--- src/rtl/ddr3_pkg.sv ---
// Shared defaults and helpers for the DDR3 write-path packing blocks.
package ddr3_pkg;

  localparam int DDR3_DATA_WIDTH = 256;
  localparam int DDR3_ID_WIDTH   = 4;
  localparam int DDR3_IN_WIDTH   = 64;

  // Number of input lanes that make up one AXI write beat.
  function automatic int calc_ratio(input int data_w, input int in_w);
    return data_w / in_w;
  endfunction

  typedef logic [DDR3_DATA_WIDTH-1:0] beat_t;

endpackage

--- src/rtl/ddr3_sync_fifo.sv ---
// Single-clock first-word-fall-through beat FIFO with occupancy output.
module ddr3_sync_fifo #(
  parameter int WIDTH = 256,
  parameter int DEPTH = 16,
  localparam int AW   = $clog2(DEPTH)
) (
  input  logic             clk,
  input  logic             rst_n,
  input  logic             push,
  input  logic [WIDTH-1:0] push_dat,
  input  logic             pop,
  output logic [WIDTH-1:0] head,
  output logic             empty,
  output logic             full,
  output logic [AW:0]      level
);

  logic [WIDTH-1:0] mem [DEPTH];
  logic [AW-1:0]    wr_ptr;
  logic [AW-1:0]    rd_ptr;
  logic             do_push;
  logic             do_pop;

  // Fullness comes from the registered level, so a same-cycle pop never makes room for a push.
  assign full    = (level == (AW+1)'(DEPTH));
  assign empty   = (level == '0);
  assign do_push = push & ~full;
  assign do_pop  = pop & ~empty;
  assign head    = mem[rd_ptr];

  always_ff @(posedge clk) begin
    if (do_push) mem[wr_ptr] <= push_dat;
  end

  always_ff @(posedge clk or negedge rst_n) begin
    if (!rst_n) begin
      wr_ptr <= '0;
      rd_ptr <= '0;
      level  <= '0;
    end else begin
      if (do_push) wr_ptr <= wr_ptr + 1'b1;
      if (do_pop)  rd_ptr <= rd_ptr + 1'b1;
      case ({do_push, do_pop})
        2'b10:   level <= level + 1'b1;
        2'b01:   level <= level - 1'b1;
        default: level <= level;
      endcase
    end
  end

endmodule

--- src/rtl/ddr3_write_packer.sv ---
// Packs IN_WIDTH lanes into DATA_WIDTH beats for the DDR3 write engine, with flush/zero-pad.
// Define DDR3_PACK_LANE_REVERSE_EN to place lane 0 in the most significant slot.
module ddr3_write_packer
  import ddr3_pkg::*;
#(
  parameter int IN_WIDTH   = DDR3_IN_WIDTH,
  parameter int DATA_WIDTH = DDR3_DATA_WIDTH,
  parameter int FIFO_DEPTH = 16
) (
  input  logic                          clk,
  input  logic                          rst_n,
  input  logic                          s_vld,
  input  logic [IN_WIDTH-1:0]           s_dat,
  output logic                          s_rdy,
  input  logic                          flush,
  output logic                          dn_vld,
  output logic [DATA_WIDTH-1:0]         dn_dat,
  input  logic                          dn_rdy,
  output logic [$clog2(FIFO_DEPTH):0]   level,
  output logic [31:0]                   beat_cnt,
  output logic                          busy
);

  localparam int         RATIO = calc_ratio(DATA_WIDTH, IN_WIDTH);
  localparam logic [3:0] LAST  = 4'(RATIO - 1);

  logic [3:0]            lane_cnt, lane_cnt_d, cnt_after, lane_pos;
  logic                  flush_pend, flush_pend_d;
  logic [DATA_WIDTH-1:0] pack_q, pack_d, beat_next, push_dat;
  logic                  accept, full_push, flush_push, push;
  logic                  full, empty;

  assign accept = s_vld & s_rdy;
  assign s_rdy  = ~flush_pend & ((lane_cnt != LAST) | ~full);
  assign dn_vld = ~empty;
  assign busy   = (lane_cnt != '0) | flush_pend | ~empty;

`ifdef DDR3_PACK_LANE_REVERSE_EN
  assign lane_pos = LAST - lane_cnt;
`else
  assign lane_pos = lane_cnt;
`endif

  // The pack register is cleared on every push, so unfilled lanes of a flushed beat are already zero.
  always_comb begin
    beat_next    = pack_q;
    cnt_after    = lane_cnt;
    flush_pend_d = flush_pend;
    if (accept) begin
      beat_next[int'(lane_pos)*IN_WIDTH +: IN_WIDTH] = s_dat;
      cnt_after = (lane_cnt == LAST) ? 4'd0 : lane_cnt + 4'd1;
    end
    full_push  = accept & (lane_cnt == LAST);
    flush_push = flush_pend & ~full;
    push       = full_push | flush_push;
    push_dat   = full_push ? beat_next : pack_q;
    pack_d     = push ? '0 : beat_next;
    lane_cnt_d = flush_push ? 4'd0 : cnt_after;
    if (flush_push)
      flush_pend_d = 1'b0;
    else if (flush && !flush_pend && cnt_after != 4'd0)
      flush_pend_d = 1'b1;
  end

  always_ff @(posedge clk or negedge rst_n) begin
    if (!rst_n) begin
      lane_cnt   <= '0;
      flush_pend <= 1'b0;
      pack_q     <= '0;
      beat_cnt   <= '0;
    end else begin
      lane_cnt   <= lane_cnt_d;
      flush_pend <= flush_pend_d;
      pack_q     <= pack_d;
      if (push) beat_cnt <= beat_cnt + 32'd1;
    end
  end

  ddr3_sync_fifo #(
    .WIDTH (DATA_WIDTH),
    .DEPTH (FIFO_DEPTH)
  ) u_fifo (
    .clk      (clk),
    .rst_n    (rst_n),
    .push     (push),
    .push_dat (push_dat),
    .pop      (dn_rdy),
    .head     (dn_dat),
    .empty    (empty),
    .full     (full),
    .level    (level)
  );

endmodule
--- config.mk ---
export PLATFORM = sky130hd
export DESIGN_NAME = ddr3_write_packer
export DESIGN_NICKNAME = d
export VERILOG_FILES = /design/src/rtl/ddr3_pkg.sv /design/src/rtl/ddr3_sync_fifo.sv /design/src/rtl/ddr3_write_packer.sv
export SDC_FILE = /design/constraint.sdc
export NUM_CORES = 2
export LEC_CHECK = 0
export BUFFER_PORTS_ARGS = -buffer_cell sky130_fd_sc_hd__buf_2
export CORE_UTILIZATION = 50
export DETAILED_ROUTE_END_ITERATION = 8
export GPL_ROUTABILITY_DRIVEN = 0
export PLACE_DENSITY = 0.66
export REMOVE_ABC_BUFFERS = 1
export SYNTH_ARGS = -nofsm -noshare
export SYNTH_HDL_FRONTEND = slang
export SYNTH_HIERARCHICAL = 1
export SYNTH_SLANG_ARGS = --single-unit
export TNS_END_PERCENT = 1
--- constraint.sdc ---
create_clock -name clk -period 54.9 [get_ports clk]
set_input_delay 5.49 -clock clk [delete_from_list [all_inputs] [get_ports clk]]
set_output_delay 5.49 -clock clk [all_outputs]
set_load 0.02 [all_outputs]
==> results.md <==
- Outcome: finished clean
- DR iter-0 viols: 11000
- CORE AREA: 347000 sq um
- Clock share of power: 27.9%
- GR Util met2: 43.3%
- Share of power burned in registers: 38.2%
- Total GRT Usage: 26.9%
- Non-Filler Instances: 14800
- F_max: 71.8 MHz
- Number of setup buffers added after CTS: 0
- CP Launch Type: register
- CTS tree: yes
- Pwr Total: 10.7 mW
- Crit path arrival time: 8440 ps
- Initial antenna violation count: 47
- P_leak: 68.7 nW
- Area Overhead vs Synth: 12.0%
- R2R Path End: u_fifo/mem[2][75]$_DFFE_PP_
- Gate Count Post-Synth: 9400
- Sw frac: 35.9%
- Worst Setup SP: u_fifo/rd_ptr[0]$_DFFE_PN0P_
- GRT met1 Usage: 38.1%
- CTS clock-pin slew for the worst setup and hold paths: 60 ps
- Residual DRC count: 0
- Per-cell routed wire length: 32.3 um
- Synth area leaders: edfxtp_1 70%, mux4_2 6.6%, mux2i_1 4.8%
- Number of synthesized flops with an enable pin: 4096
- Initial core utilization: 50.3%
- Routed WL: 478000 um
- Top-area cell type share of the netlist area: 70.5%
- HP Class: reg -> reg
- Max_slew headroom: 15.1%
- Pre-Repair DR Iteration Count: 6
- Cells after DPL: 13900
- Horiz. Die Dim: 593 um
- Ys flop type: edfxtp_1
- Setup-failing EPs final: 0
- Area of the mapped netlist: 175000 sq um
- Port bufs: 364
- CP max FO: 60
- Clock buffer count from CTS: 439
- Crit path kind: reg -> out
- Number of gates resized after CTS: 0
- GR Util met3: 4.34%
- Bufs on Longest Clock Path: 4
- Vias: 94700
- Synthesized flop and latch total: 4402
- Detailed placer's ending HPWL: 243000 um
- Count of cell types in the netlist: 57
- Busiest grt layer: met2
- Share of layout cells above drive strength 1: 23.5%
- Final min period: 13930 ps
- Tcrit/Tclk final: 25.4%
- Avg Synthesized Cell Area: 18.6 sq um
- Fin worst setup slack: 40970 ps
- Switching power: 3.84 mW
- Via/cell ratio: 6.41
- Final nets: 9887
- Total grt overflow: 0
- Row cnt: 216
- Combinational Power Share: 33.9%
- Die height: 593 um
- Pwr dens: 54.7 nW/um^2
- FFs w/ async S/R, synth: 6.95%
- Final Slew Violations: 0
- Area leader, netlist: edfxtp_1
- ANT nets after route: 0
- I/O pin cnt: 365
- # hold bufs at CTS: 0
- CP endpoint kind: output pin
- Most common cell after layout, fill and taps aside: edfxtp_1
- Critical Path End: dn_dat[219]
- Clock Sink Count: 4402
- Critical Path RT: 49410 ps
- RSZ-0062 raised after global routing: false
- Most frequent cells in the layout: 4096 x edfxtp_1, 834 x mux2i_1, 663 x o21ai_0
- Setup Skew: 79.0 ps
- Cell internal pwr: 6.85 mW
- H-tree levels: 5
- R2R Path Start: lane_cnt[0]$_DFF_PN0_
- Yosys warning total: 6
- Clock Tree Root: clkbuf_16
- Hold Violations, Final: 0
- Die ar.: 352000 sq um
- First-pass GRT wire length: 680000 um
- Clk_lat worst skew: 1000 ps
- Worst slack at placement: 41840 ps
- FF-to-FF path depth: 11
- Max IR drop VDD: 0.0000537 V
- Worst-margin pin slew: 1270 ps
- R2R Setup Slk: 48130 ps
- Pin count of the biggest net entering global routing: 139
- Register area share after synthesis: 74.8%
- Number of global-route vias before repair: 94800
- Max_cap viols: 0
==> state kept, by name (all words and copies together) (netlist names) <==
signal	flops
u_fifo/rd_ptr	4
u_fifo/level	5
pack_q	256
flush_pend	1
u_fifo/mem	4096
u_fifo/wr_ptr	4
lane_cnt	4
beat_cnt	32
==> cells by family (layout without fill, tap and decap cells) <==
logic type	after synthesis	after routing	share of synthesized area (%)
AOI/OAI and AO/OA	1690	1690	6.30
other	0	17	0
adders and majority gates	14	14	0.105
DFF	4402	4402	74.8
xor gates and xnor gates	42	42	0.211
muxes	1860	1860	14.7
buffers and inverters	617	1404	1.79
and+or+nand+nor	775	775	2.05
==> power groups by stage <==
stage | clock network [mW] | registers [mW] | logic [mW]
floorplan | 0 | 4.55 | 5.19
global route | 3.14 | 4.10 | 3.83
CTS | 3.02 | 4.08 | 3.64
detailed placement | 0 | 4.15 | 3.63
finish | 2.98 | 4.08 | 3.62
global placement | 0 | 4.14 | 3.59
==> per-layer routing <==
layer / up-vias / wire length [um]
met1: 50100 / 191000
met4: 14 / 13600
li1: 38900 / -
met2: 4900 / 228000
met3: 772 / 44900
met5: - / 84
==> final cells by class <==
| type | count | area, sq um |
|---|---|---|
| antenna | 17 | 42.5 |
| clock buffer | 598 | 12000 |
| clock inverter | 226 | 2370 |
| fill | 25900 | 151000 |
| inverter | 19 | 78.8 |
| multi-input combinational | 4381 | 41000 |
| sequential | 4402 | 131000 |
| tap | 4578 | 5730 |
| timing repair buffer | 561 | 3590 |
==> worst max-delay path, cell delays in order, from the launching register on <==
cell	delay (ps)
dfrtp_4	980
buf_4	740
buf_4	780
buf_4	820
buf_4	920
buf_4	830
buf_4	840
mux2_2	430
o21ai_0	230
a21oi_1	120
a22oi_1	240
nand2_1	140
buf_2	180
==> synth_stat cells, types with 3 or more instances <==
cell type and n:
edfxtp_1 4096, mux2i_1 834, o21ai_0 663, mux4_2 512
mux2_2 488, a21oi_1 454, nand2_1 414, dfrtp_1 306
clkbuf_1 277, a22oi_1 256, nand3_1 204, buf_2 197
a221oi_2 144, a221oi_1 114, and2_0 63, buf_4 50
o21ai_1 49, buf_6 46, mux2_1 26, buf_1 21
nor2_1 21, xnor2_1 21, xor2_1 21, inv_1 18
nor3_1 15, ha_1 13, nand4_1 10, nor4_1 10
clkbuf_4 7, nor2b_1 6, nand2b_1 5, and2_1 4
and4_1 4, nor3_4 3
==> metrics by stage <==
stage               cell area [sq um]  hold WS, ps  utilization, %  TNS (ps)
CTS                            195000          467            56.4         0
floorplan                      172000          495               -   -608090
detailed placement             181000          454            52.2         0
global placement               181000          453            52.2         0
finish                         196000          469            56.4         0
global route                   195000          491            56.4         0
==> worst min-delay path by stage <==
| stage | cells after the start | slack, ps | from | end |
|---|---|---|---|---|
| global placement | 1 | 450 | beat_cnt[31]$_DFFE_PN0N_ | beat_cnt[31]$_DFFE_PN0N_ |
| finish | 1 | 470 | beat_cnt[31]$_DFFE_PN0N_ | beat_cnt[31]$_DFFE_PN0N_ |
| floorplan | 2 | 490 | pack_q[190]$_DFF_PN0_ | pack_q[190]$_DFF_PN0_ |
| global route | 1 | 490 | beat_cnt[31]$_DFFE_PN0N_ | beat_cnt[31]$_DFFE_PN0N_ |
| CTS | 1 | 470 | beat_cnt[31]$_DFFE_PN0N_ | beat_cnt[31]$_DFFE_PN0N_ |
| detailed placement | 1 | 450 | beat_cnt[31]$_DFFE_PN0N_ | beat_cnt[31]$_DFFE_PN0N_ |
No activity file was read; power rests on OpenSTA's default activity.
